<file path="src/rtl/multicycle_control.sv">
// Multi-cycle control sequencer: instruction register, Moore FSM
// (fetch/decode/exec/mem/wb/halt) with memory handshakes and a saturating retire counter.
module multicycle_control #(
  parameter int INSTR_WIDTH  = 16,
  parameter int OP_WIDTH     = 4,
  parameter int ALU_OP_WIDTH = 2,
  parameter int COUNT_WIDTH  = 16
) (
  input  logic                    clk,
  input  logic                    reset,
  output logic                    imem_req,
  input  logic                    imem_ready,
  input  logic [INSTR_WIDTH-1:0]  instr,
  output logic [INSTR_WIDTH-1:0]  ir,
  output logic                    dmem_req,
  output logic                    dmem_we,
  input  logic                    dmem_ready,
  input  logic                    alu_zero,
  output logic                    alu_en,
  output logic                    alu_use_imm,
  output logic [ALU_OP_WIDTH-1:0] alu_op,
  output logic                    reg_write_en,
  output logic                    pc_inc,
  output logic                    pc_branch,
  output logic                    pc_jump,
  output logic                    halted,
  output logic                    illegal_op,
  output logic [COUNT_WIDTH-1:0]  retired,
  output logic [2:0]              state
);

  typedef enum logic [2:0] {
    S_FETCH  = 3'd0,
    S_DECODE = 3'd1,
    S_EXEC   = 3'd2,
    S_MEM    = 3'd3,
    S_WB     = 3'd4,
    S_HALT   = 3'd5
  } state_t;

  localparam logic [OP_WIDTH-1:0] OP_ADDI = {2'b01, {(OP_WIDTH-2){1'b0}}};
  localparam logic [OP_WIDTH-1:0] OP_LW   = OP_ADDI + OP_WIDTH'(1);
  localparam logic [OP_WIDTH-1:0] OP_SW   = OP_ADDI + OP_WIDTH'(2);
  localparam logic [OP_WIDTH-1:0] OP_BEQ  = OP_ADDI + OP_WIDTH'(3);
  localparam logic [OP_WIDTH-1:0] OP_JMP  = {1'b1, {(OP_WIDTH-1){1'b0}}};
  localparam logic [OP_WIDTH-1:0] OP_HALT = {OP_WIDTH{1'b1}};

  state_t                   state_r;
  logic [INSTR_WIDTH-1:0]   ir_r;
  logic [COUNT_WIDTH-1:0]   retired_r;
  logic [OP_WIDTH-1:0]      op_s;
  logic                     is_r_s, is_addi_s, is_lw_s, is_sw_s, is_beq_s, is_jmp_s;
  logic                     is_halt_s, is_illegal_s, retire_s;

  assign op_s         = ir_r[INSTR_WIDTH-1 -: OP_WIDTH];
  assign is_r_s       = (op_s[OP_WIDTH-1 -: 2] == 2'b00);
  assign is_addi_s    = (op_s == OP_ADDI);
  assign is_lw_s      = (op_s == OP_LW);
  assign is_sw_s      = (op_s == OP_SW);
  assign is_beq_s     = (op_s == OP_BEQ);
  assign is_jmp_s     = (op_s == OP_JMP);
  assign is_halt_s    = (op_s == OP_HALT);
  assign is_illegal_s = ~(is_r_s | is_addi_s | is_lw_s | is_sw_s | is_beq_s | is_jmp_s | is_halt_s);

  // An instruction completes at its last active cycle; HALT and illegal opcodes never count.
  assign retire_s = ~reset & (((state_r == S_EXEC) & (is_beq_s | is_jmp_s)) |
                              ((state_r == S_MEM) & is_sw_s & dmem_ready) |
                              (state_r == S_WB));

  assign ir      = ir_r;
  assign retired = retired_r;
  assign state   = state_r;

  // Sequencer state, instruction register and saturating retire counter.
  always_ff @(posedge clk) begin
    if (reset) begin
      state_r   <= S_FETCH;
      ir_r      <= {INSTR_WIDTH{1'b0}};
      retired_r <= {COUNT_WIDTH{1'b0}};
    end else begin
      if (retire_s && (retired_r != {COUNT_WIDTH{1'b1}})) begin
        retired_r <= retired_r + COUNT_WIDTH'(1);
      end
      case (state_r)
        S_FETCH: begin
          if (imem_ready) begin
            ir_r    <= instr;
            state_r <= S_DECODE;
          end
        end
        S_DECODE: begin
          if (is_halt_s)         state_r <= S_HALT;
          else if (is_illegal_s) state_r <= S_FETCH;
          else                   state_r <= S_EXEC;
        end
        S_EXEC: begin
          if (is_r_s || is_addi_s)    state_r <= S_WB;
          else if (is_lw_s || is_sw_s) state_r <= S_MEM;
          else                         state_r <= S_FETCH;
        end
        S_MEM: begin
          if (dmem_ready) state_r <= is_lw_s ? S_WB : S_FETCH;
        end
        S_WB:    state_r <= S_FETCH;
        S_HALT:  state_r <= S_HALT;
        default: state_r <= S_FETCH;
      endcase
    end
  end

  // Moore strobe decode; reset forces every strobe low in the same cycle.
  always_comb begin
    imem_req     = 1'b0;
    dmem_req     = 1'b0;
    dmem_we      = 1'b0;
    alu_en       = 1'b0;
    alu_use_imm  = 1'b0;
    alu_op       = {ALU_OP_WIDTH{1'b0}};
    reg_write_en = 1'b0;
    pc_inc       = 1'b0;
    pc_branch    = 1'b0;
    pc_jump      = 1'b0;
    halted       = 1'b0;
    illegal_op   = 1'b0;
    if (reset) begin
      imem_req = 1'b0;
    end else begin
      case (state_r)
        S_FETCH: begin
          imem_req = 1'b1;
          pc_inc   = imem_ready;
        end
        S_DECODE: illegal_op = is_illegal_s;
        S_EXEC: begin
          alu_en      = 1'b1;
          alu_op      = op_s[OP_WIDTH-3 -: ALU_OP_WIDTH];
          alu_use_imm = is_addi_s | is_lw_s | is_sw_s;
          pc_branch   = is_beq_s & alu_zero;
          pc_jump     = is_jmp_s;
        end
        S_MEM: begin
          dmem_req = 1'b1;
          dmem_we  = is_sw_s;
        end
        S_WB:    reg_write_en = 1'b1;
        S_HALT:  halted = 1'b1;
        default: halted = 1'b0;
      endcase
    end
  end

endmodule

</file>
<file path="config.mk">
export PLATFORM = sky130hd
export DESIGN_NAME = multicycle_control
export DESIGN_NICKNAME = d
export VERILOG_FILES = /design/src/rtl/multicycle_control.sv
export SDC_FILE = /design/constraint.sdc
export NUM_CORES = 1
export LEC_CHECK = 0
export BUFFER_PORTS_ARGS = -buffer_cell sky130_fd_sc_hd__buf_2
export CORE_ASPECT_RATIO = 0.8
export CORE_UTILIZATION = 35
export DETAILED_ROUTE_END_ITERATION = 16
export GPL_ROUTABILITY_DRIVEN = 1
export PLACE_DENSITY = 0.63
export SYNTH_ARGS = -nofsm -noshare
export SYNTH_HDL_FRONTEND = slang
export SYNTH_SLANG_ARGS = --single-unit
</file>
<file path="constraint.sdc">
create_clock -name clk -period 2.71 [get_ports clk]
set_input_delay 0.4065 -clock clk [delete_from_list [all_inputs] [get_ports clk]]
set_output_delay 0.4065 -clock clk [all_outputs]
set_load 0.005 [all_outputs]
</file>
# Word level (Yosys, flattened, before mapping)
# Index checks and enable logic that the tools add are counted.
[op_classes] n_reduce_logical=7 bitwise=18 addsub=1 mux=32 eq_ne=14
[op_table] operator="1-bit 2-to-1 mux" n=22
[op_table] operator="16-bit by 1-bit adder with 16-bit output, second input constant" n=1
[op_table] operator="4-bit by 3-bit == test with 1-bit output, second input constant" n=4
[op_table] operator="16-bit != test, second input constant" n=1
[op_table] operator="3-bit 2-to-1 mux" n=5
[op_table] operator="3-bit case mux with 5 select lines" n=1
[op_table] operator="1-bit bitwise OR" n=11
[op_table] operator="4-bit == test, second input constant" n=2
[op_table] operator="2-bit 2-to-1 mux" n=4
[op_table] operator="3-bit by 2-bit == test with 1-bit output, second input constant" n=2
[op_table] operator="3-bit == test, second input constant" n=2
[op_table] operator="1-bit bitwise AND" n=5
[op_table] operator="2-bit != test, second input constant" n=2
[op_table] operator="2-bit AND reduction" n=2
[op_table] operator="3-bit by 1-bit == test with 1-bit output, second input constant" n=1
[op_table] operator="3-bit logical NOT" n=1
[op_table] operator="2-bit logical NOT" n=1
[op_table] operator="1-bit logical OR" n=2
[op_table] operator="1-bit inverter" n=2
[op_table] operator="1-bit logical AND" n=1
[totals] register_bits=35 in_bits=21

# Depth between registers and ports, before layout
# Gate-level depths: netlist of run 1.
[depth] depth_word=10 mapped_depth=6 ltp_nobuf=6

# Worst setup path before layout of run 1
# No wires, ideal clock.
[synth_path] path_type="reg2reg" start="register state_r[2] (netlist: state[2])" end="register retired_r[11] (netlist: retired[11])" setup_ns=0.070 synth_period_minus_slack_ns=1.927 arrival_time_ns=1.857 setup_slack_ns=0.783 path_stages_with_launch=7 path_cell_list="dfxtp_1 buf_6 nor4b_4 o21ai_1 a21o_1 or4_1 a21oi_1"
[synth_between] elab_chain_len=7 word_cells_on_any_way=10
[synth_lines] item="start, declared" line_no="48" source="state_t state_r;"
[synth_lines] item="start signal, assigned" line_no="102" source="if (dmem_ready) state_r <= is_lw_s ? S_WB : S_FETCH;"
[synth_lines] item="3-bit by 2-bit == test with 1-bit output" line_no="67" source="((state_r == S_MEM) & is_sw_s & dmem_ready) |"
[synth_lines] item="1-bit bitwise AND (2 in a row)" line_no="67"
[synth_lines] item="1-bit bitwise OR" line_no="66" source="assign retire_s = ~reset & (((state_r == S_EXEC) & (is_beq_s | is_jmp_s)) |"
[synth_lines] item="1-bit bitwise OR (*)" line_no="67"
[synth_lines] item="1-bit bitwise AND (*)" line_no="66"
[synth_lines] item="1-bit logical AND (*)" line_no="81" source="if (retire_s && (retired_r != {COUNT_WIDTH{1'b1}})) begin"
[synth_lines] item="end signal, assigned" line_no="79" source="retired_r <= {COUNT_WIDTH{1'b0}};"
[synth_lines] item="end signal, assigned" line_no="82" source="retired_r <= retired_r + COUNT_WIDTH'(1);"
[synth_lines] item="end, declared" line_no="50" source="logic [COUNT_WIDTH-1:0] retired_r;"
# Every way passes the cells marked *; elsewhere a longest branch is shown, timed or not.
# A chain may end at the register's enable or synchronous reset.

# Worst setup path in the final report of run 1
[layout_path] start="register state_r[1] (netlist: state[1])" end="register retired_r[8] (netlist: retired[8])"
# The elaborated chain is that of the path after synthesis.

==> impl_metrics.csv, run 1 <==
group,metric,value,unit
yosys,seq_area_frac_synth,0.3823,
placed_design,pre_cts_ws,460.0,ps
grt,grt_start_max_net_pins,31,
clock_tree,post_cts_buffers,0,
worst_setup_path,cp.arrival,2500,ps
sta,rsz0062_at_grt,"no",
sta,fin_setup_tns,0,ps
power_and_ir_drop,pwr-share-clk,0.338,
worst_setup_path,critPathRequiredTime,2930,ps
power_and_ir_drop,pwr_density_cell,517.8,nW/um2
sta,worst_slew_pin_slew,668.7,ps
sta,post-route-min-period,2277,ps
grt,grt_pass1_vias,1573,
drt,final_antenna_net_count,0,
yosys,syn_avg_cell_area,8.332,um2
clock_tree,clkSlewWorstSetupHoldPaths,70,ps
worst_setup_path,setup.worst_path.end_class,"flop",
yosys,synth_top_area_cell,"dfxtp_1",
yosys,ys_types,50,
finish,diodes,0,
yosys,synth_common_cells,"42 x nand2_1, 35 x dfxtp_1, 29 x a21oi_1",
drt,vias,1849,
placed_design,gp_congestion,0.7859,
die,fp.dieW,82.91,um
yosys,syn_inst,220,
finish,multi_input_area,1036,um2
drt,drtIter0Drc,126,
outcome,status,"finished clean",
yosys,ys_ff_latch,35,
yosys,synthTopCellsByArea,"dfxtp_1 38%, nand2_1 8.6%, a21oi_1 7.9%, nand4_1 2.4%, clkbuf_8 2.3%",
yosys,syn_area,1833,um2
yosys,synth_warnings,0,
power_and_ir_drop,leakagePower,0.9864,nW
power_and_ir_drop,peakVddDrop,0.2693,mV
clock_tree,numCtsBuffers,5,
finish,area_delta_synth_final,24.78,%
clock_tree,holdBufCountCts,0,
die,start_util,0.3640,
sta,fmax,439.2,MHz
die,core,5036,um2
sta,maxSlewViolCount,0,
die,pin_count,69,
sta,fin_ws,433.1,ps
worst_setup_path,critical_path_class,"reg2reg",
yosys,synth_flop_cell,"dfxtp_1",
power_and_ir_drop,p_sw_frac,0.2886,
yosys,synth_nets,242,
power_and_ir_drop,pwr-share-seq,0.493,
min_path,hold_path_class,"in2reg",
drt,wl,4.780,mm
power_and_ir_drop,switchingPower,0.3418,mW
die,die_h,66.73,um
placed_design,dp_cells,342,
sta,max_slew_margin,0.5529,
clock_tree,root_buffer,"clkbuf_8",
clock_tree,ctsResizeCount,0,
clock_tree,cts_tree,"built",
job,cap_violations,0,
grt,grt_usage,0.1761,
clock_tree,clockBufferDepth,2,
clock_tree,htreeDepth,2,
finish,instances_no_fill,350,
sta,finalHoldViolCount,0,
finish,seq_area,700.7,um2
worst_setup_path,crit_path_start_kind,"flop",
sta,fin_skew,12.96,ps
clock_tree,clk_latency,290,ps
drt,drcViolationCount,0,
yosys,synth.most_common_cell,"nand2_1",
yosys,yosysTopAreaCellShare,0.3823,
power_and_ir_drop,p_int,0.8425,mW
placed_design,placement.io_buffers,68,
yosys,async_flop_share,0,
finish,drive_above_1_share,0.3368,
finish,final_nets,309,
finish,fillCellCount,513,
drt,dr.pass1.iters,6,
drt,viasPerCell,5.283,
placed_design,dpl.hpwl,3.385,mm
power_and_ir_drop,comb_power_share,0.169,
die,die_area,5533,um2
grt,grt.overflow.total,0,
finish,final_util,0.4542,
grt,antenna_found_initial,0,
yosys,synth-edff-count,0,
die,num_rows,23,
sta,finalCritPeriodShare,0.8402,
worst_setup_path,cp_max_fo,14,
grt,grt_pass1_wl,7.672,mm
drt,avgRoutedWirePerCell,13.66,um
clock_tree,clock-sinks,35,
sta,finalSetupViolCount,0,
worst max-delay path, stage by stage, from the launching register on:
cell      delay (ps)
dfxtp_1          620
nor4b_4          380
o21ai_1          220
a211oi_2         440
or3b_1           390
a21oi_1          140
sequential cells by signal, summed over array words and instances (netlist names):
register  cells
state         3
retired      16
ir           16
layout make-up:
class,instances,share of cell area
multi-input cells,170,0.4530
flip-flops and latches,35,0.3063
repair buffers,71,0.1586
clock buffers,7,0.03775
well taps,62,0.03392
inverters,4,0.006565
clock inverters,1,0.003829
kinds of logic after synthesis:
group,after synthesis,share of synthesized area
xor+xnor,2,0.009558
compound gates,53,0.1816
buf+inv,15,0.05597
flops,35,0.3823
fa+ha+maj,1,0.006825
mux,4,0.02184
simple gates,110,0.3420
layout by cell type, fill, tap and decap left out, types with 4 or more instances in the layout:
master,n
nand2_1,42
and3_1,4
buf_2,68
nand3b_1,5
dfxtp_1,35
o21ai_0,5
inv_1,4
nor2_1,10
mux2i_1,4
nand3_1,7
a21oi_1,29
nand2b_1,4
and2_2,4
nand4_1,7
clkbuf_8,6
path summary, 6_finish.rpt:
kind                                   to                  start  cells after the start  slack (ps)
setup / recovery  retired[8]$_SDFFE_PP0P_  state[1]$_SDFFE_PP0P_                      5         430
hold / removal         ir[5]$_SDFFE_PP0P_               instr[5]                      3         350
setup reg to reg  retired[8]$_SDFFE_PP0P_  state[1]$_SDFFE_PP0P_                      5         430
hold reg to reg        ir[1]$_SDFFE_PP0P_     ir[1]$_SDFFE_PP0P_                      2         450
per-layer routing:
layer / GRT usage / wire length (um) / share of wire / up-vias
met5: 0 / 0 / 0 / -
met4: 0.07759 / 82 / 0.017 / 0
met3: 0.05948 / 303 / 0.063 / 6
met2: 0.2500 / 2051 / 0.43 / 58
met1: 0.2401 / 2341 / 0.49 / 853
li1: - / - / - / 932
power groups by stage:
stage          logic (mW)  registers (mW)  clock network, mW
2_1_floorplan       0.134           0.583                  0
3_3_place_gp        0.200           0.593                  0
3_5_place_dp        0.202           0.595                  0
4_1_cts             0.202           0.583              0.412
5_1_grt             0.225           0.590              0.441
6_report            0.201           0.584              0.400
stage by stage:
| step | total power [mW] | hold slack, ps | area, um2 |
|---|---|---|---|
| floorplan | 0.7173 | 452.7 | 1833 |
| global placement | 0.7926 | 439.2 | 2192 |
| detailed placement | 0.7964 | 444.1 | 2192 |
| CTS | 1.198 | 334.6 | 2287 |
| global route | 1.256 | 337.2 | 2287 |
| finish | 1.184 | 345.5 | 2287 |
Note: power is estimated with default switching activity, not from simulation.
==> inputs of run 2 (changes only) <==
PLACE_DENSITY = 0.66   (was 0.63)
clock period = 1.8 ns   (was 2.71 ns; I/O delays follow)
==> run 2 against run 1 <==
Net effect:
- register-to-register slack got worse by 380 ps
- clock skew decreased by 12 ps
- combinational power increased by 91%
- worst setup slack got worse by 380 ps
- total power increased by 52%
- wire length increased by 8.6%
- critical path depth unchanged
- final cell count increased by 8.9%
- global-route usage increased by 1.7 points
- sequential share of layout area decreased by 3.1 points
==> impl_metrics.csv, run 2 (synthesis gave the netlist of run 1 again) <==
group,metric,value,unit
grt,grt.overflow.total,0,
placed_design,dpl.hpwl,3.766,mm
drt,viasPerCell,5.194,
worst_setup_path,cp_max_fo,6,
worst_setup_path,crit_start,"state[2]$_SDFFE_PP0P_",
grt,grt_usage,0.1935,
worst_setup_path,ff2ff_setup_slack,60,ps
clock_tree,holdBufCountCts,0,
finish,seq_area,723.2,um2
finish,fillCellCount,465,
sta,fin_ws,56.48,ps
die,num_rows,23,
worst_setup_path,critPathRequiredTime,2020,ps
grt,antenna_found_initial,0,
finish,drive_above_1_share,0.4608,
clock_tree,cts_tree,"built",
power_and_ir_drop,comb_power_share,0.214,
finish,final_util,0.5222,
power_and_ir_drop,leakagePower,1.156,nW
finish,multi_input_area,1130,um2
drt,wl,5.189,mm
worst_setup_path,crit_path_top_delay_cell,"or3_2",
die,die_h,66.73,um
drt,drcViolationCount,0,
sta,finalHoldViolCount,0,
power_and_ir_drop,p_int,1.269,mW
power_and_ir_drop,peakVddDrop,0.3271,mV
sta,max_slew_margin,0.6869,
clock_tree,clk_latency,280,ps
worst_setup_path,path_cells,"and4bb_2, a41oi_4, a21o_4, or3_2, a21oi_2",
clock_tree,clock-sinks,35,
grt,grt_pass1_vias,1709,
sta,post-route-min-period,1744,ps
sta,fin_setup_tns,0,ps
outcome,status,"finished clean",
worst_setup_path,cp.arrival,1970,ps
clock_tree,clockBufferDepth,2,
die,fp.dieW,82.91,um
sta,fin_skew,1.435,ps
drt,avgRoutedWirePerCell,13.62,um
power_and_ir_drop,pwr-share-clk,0.305,
drt,dr.pass1.iters,4,
finish,diodes,0,
worst_setup_path,crit_end,"retired[5]$_SDFFE_PP0P_",
drt,vias,1979,
min_path,hold_path_class,"in2reg",
power_and_ir_drop,p_sw_frac,0.2932,
clock_tree,clkSlewWorstSetupHoldPaths,70,ps
clock_tree,htreeDepth,2,
sta,holdWs,213.1,ps
sta,rsz0062_at_grt,"yes",
grt,grt_start_max_net_pins,31,
drt,drtIter0Drc,84,
finish,final_common_cell,"buf_2",
placed_design,placement.io_buffers,68,
die,start_util,0.3640,
die,pin_count,69,
finish,layout_common_cells,"68 x buf_2, 42 x nand2_1, 32 x buf_4",
sta,finalSetupViolCount,0,
die,die_area,5533,um2
worst_setup_path,r2r_end,"retired[5]$_SDFFE_PP0P_",
finish,final_nets,340,
sta,maxSlewViolCount,0,
clock_tree,numCtsBuffers,5,
power_and_ir_drop,p_total,1.795,mW
finish,area_delta_synth_final,43.48,%
drt,final_antenna_net_count,0,
worst_setup_path,slowest_delay,460,ps
worst_setup_path,r2r-start,"state[2]$_SDFFE_PP0P_",
sta,worst_slew_pin_slew,463.8,ps
power_and_ir_drop,switchingPower,0.5263,mW
power_and_ir_drop,pwr-share-seq,0.482,
placed_design,pre_cts_ws,7.930,ps
grt,grt_pass1_wl,8.390,mm
job,cap_violations,0,
worst_setup_path,crit_path_start_kind,"flop",
worst_setup_path,setup.worst_path.end_class,"flop",
die,core,5036,um2
sta,finalCritPeriodShare,0.9686,
clock_tree,root_buffer,"clkbuf_8",
placed_design,gp_congestion,0.8291,
worst_setup_path,r2r_cells,5,
power_and_ir_drop,pwr_density_cell,682.5,nW/um2
worst_setup_path,critical_path_class,"reg2reg",
sta,fmax,573.6,MHz
[run 2: changes by cell type in the layout (fill, tap and decap cells not counted), sizes merged]
cell / change
buf: +31
[run 2: power groups by stage]
stage          sequential [mW]  clock [mW]  combinational (mW)
5_1_grt                  0.873       0.605               0.426
3_5_place_dp             0.876           0               0.365
3_3_place_gp             0.874           0               0.360
4_1_cts                  0.860       0.574               0.369
2_1_floorplan            0.879           0               0.208
6_report                 0.865       0.547               0.383
[run 2: cell type report]
class | count | area share
well taps | 62 | 0.02950
multi-input cells | 170 | 0.4296
clock inverters | 1 | 0.001903
clock buffers | 7 | 0.02902
repair buffers | 102 | 0.2293
inverters | 4 | 0.005709
flip-flops and latches | 35 | 0.2750
[run 2: worst min-delay path by stage]
stage	from	endpoint	slack, ps	depth (start not counted)
3_5_place_dp	ir[3]$_SDFFE_PP0P_	ir[3]$_SDFFE_PP0P_	440	2
6_report	instr[14]	ir[14]$_SDFFE_PP0P_	210	3
3_3_place_gp	ir[1]$_SDFFE_PP0P_	ir[1]$_SDFFE_PP0P_	440	2
5_1_grt	instr[9]	ir[9]$_SDFFE_PP0P_	200	3
2_1_floorplan	instr[0]	ir[0]$_SDFFE_PP0P_	410	2
4_1_cts	instr[11]	ir[11]$_SDFFE_PP0P_	200	3
[run 2: stage by stage]
step	instance area (um2)	cells
floorplan	1852	220
detailed placement	2436	372
finish	2630	381
global route	2630	381
global placement	2436	372
CTS	2537	380
[run 2: critical path, delay by kind of cell (launching register included)]
family           cells  cell delay [ps]
AO/OA/AOI/OAI        3              540
flip-flops           1              350
AND/OR/NAND/NOR      2              800
[run 2: repair_timing]
action                                  CTS  global route
pin swaps                                 2             8
buffers inserted                          0             1
resized for setup                         6            21
endpoints found under the setup margin    1            15
[run 2: metal layers]
layer  global-route usage  vias up  routed length, um
li1                     -      998                  -
met1               0.2716      909               2552
met2               0.2736       64               2226
met3              0.06072        8                336
met4              0.07328        0                 74
met5                    0        -                  0
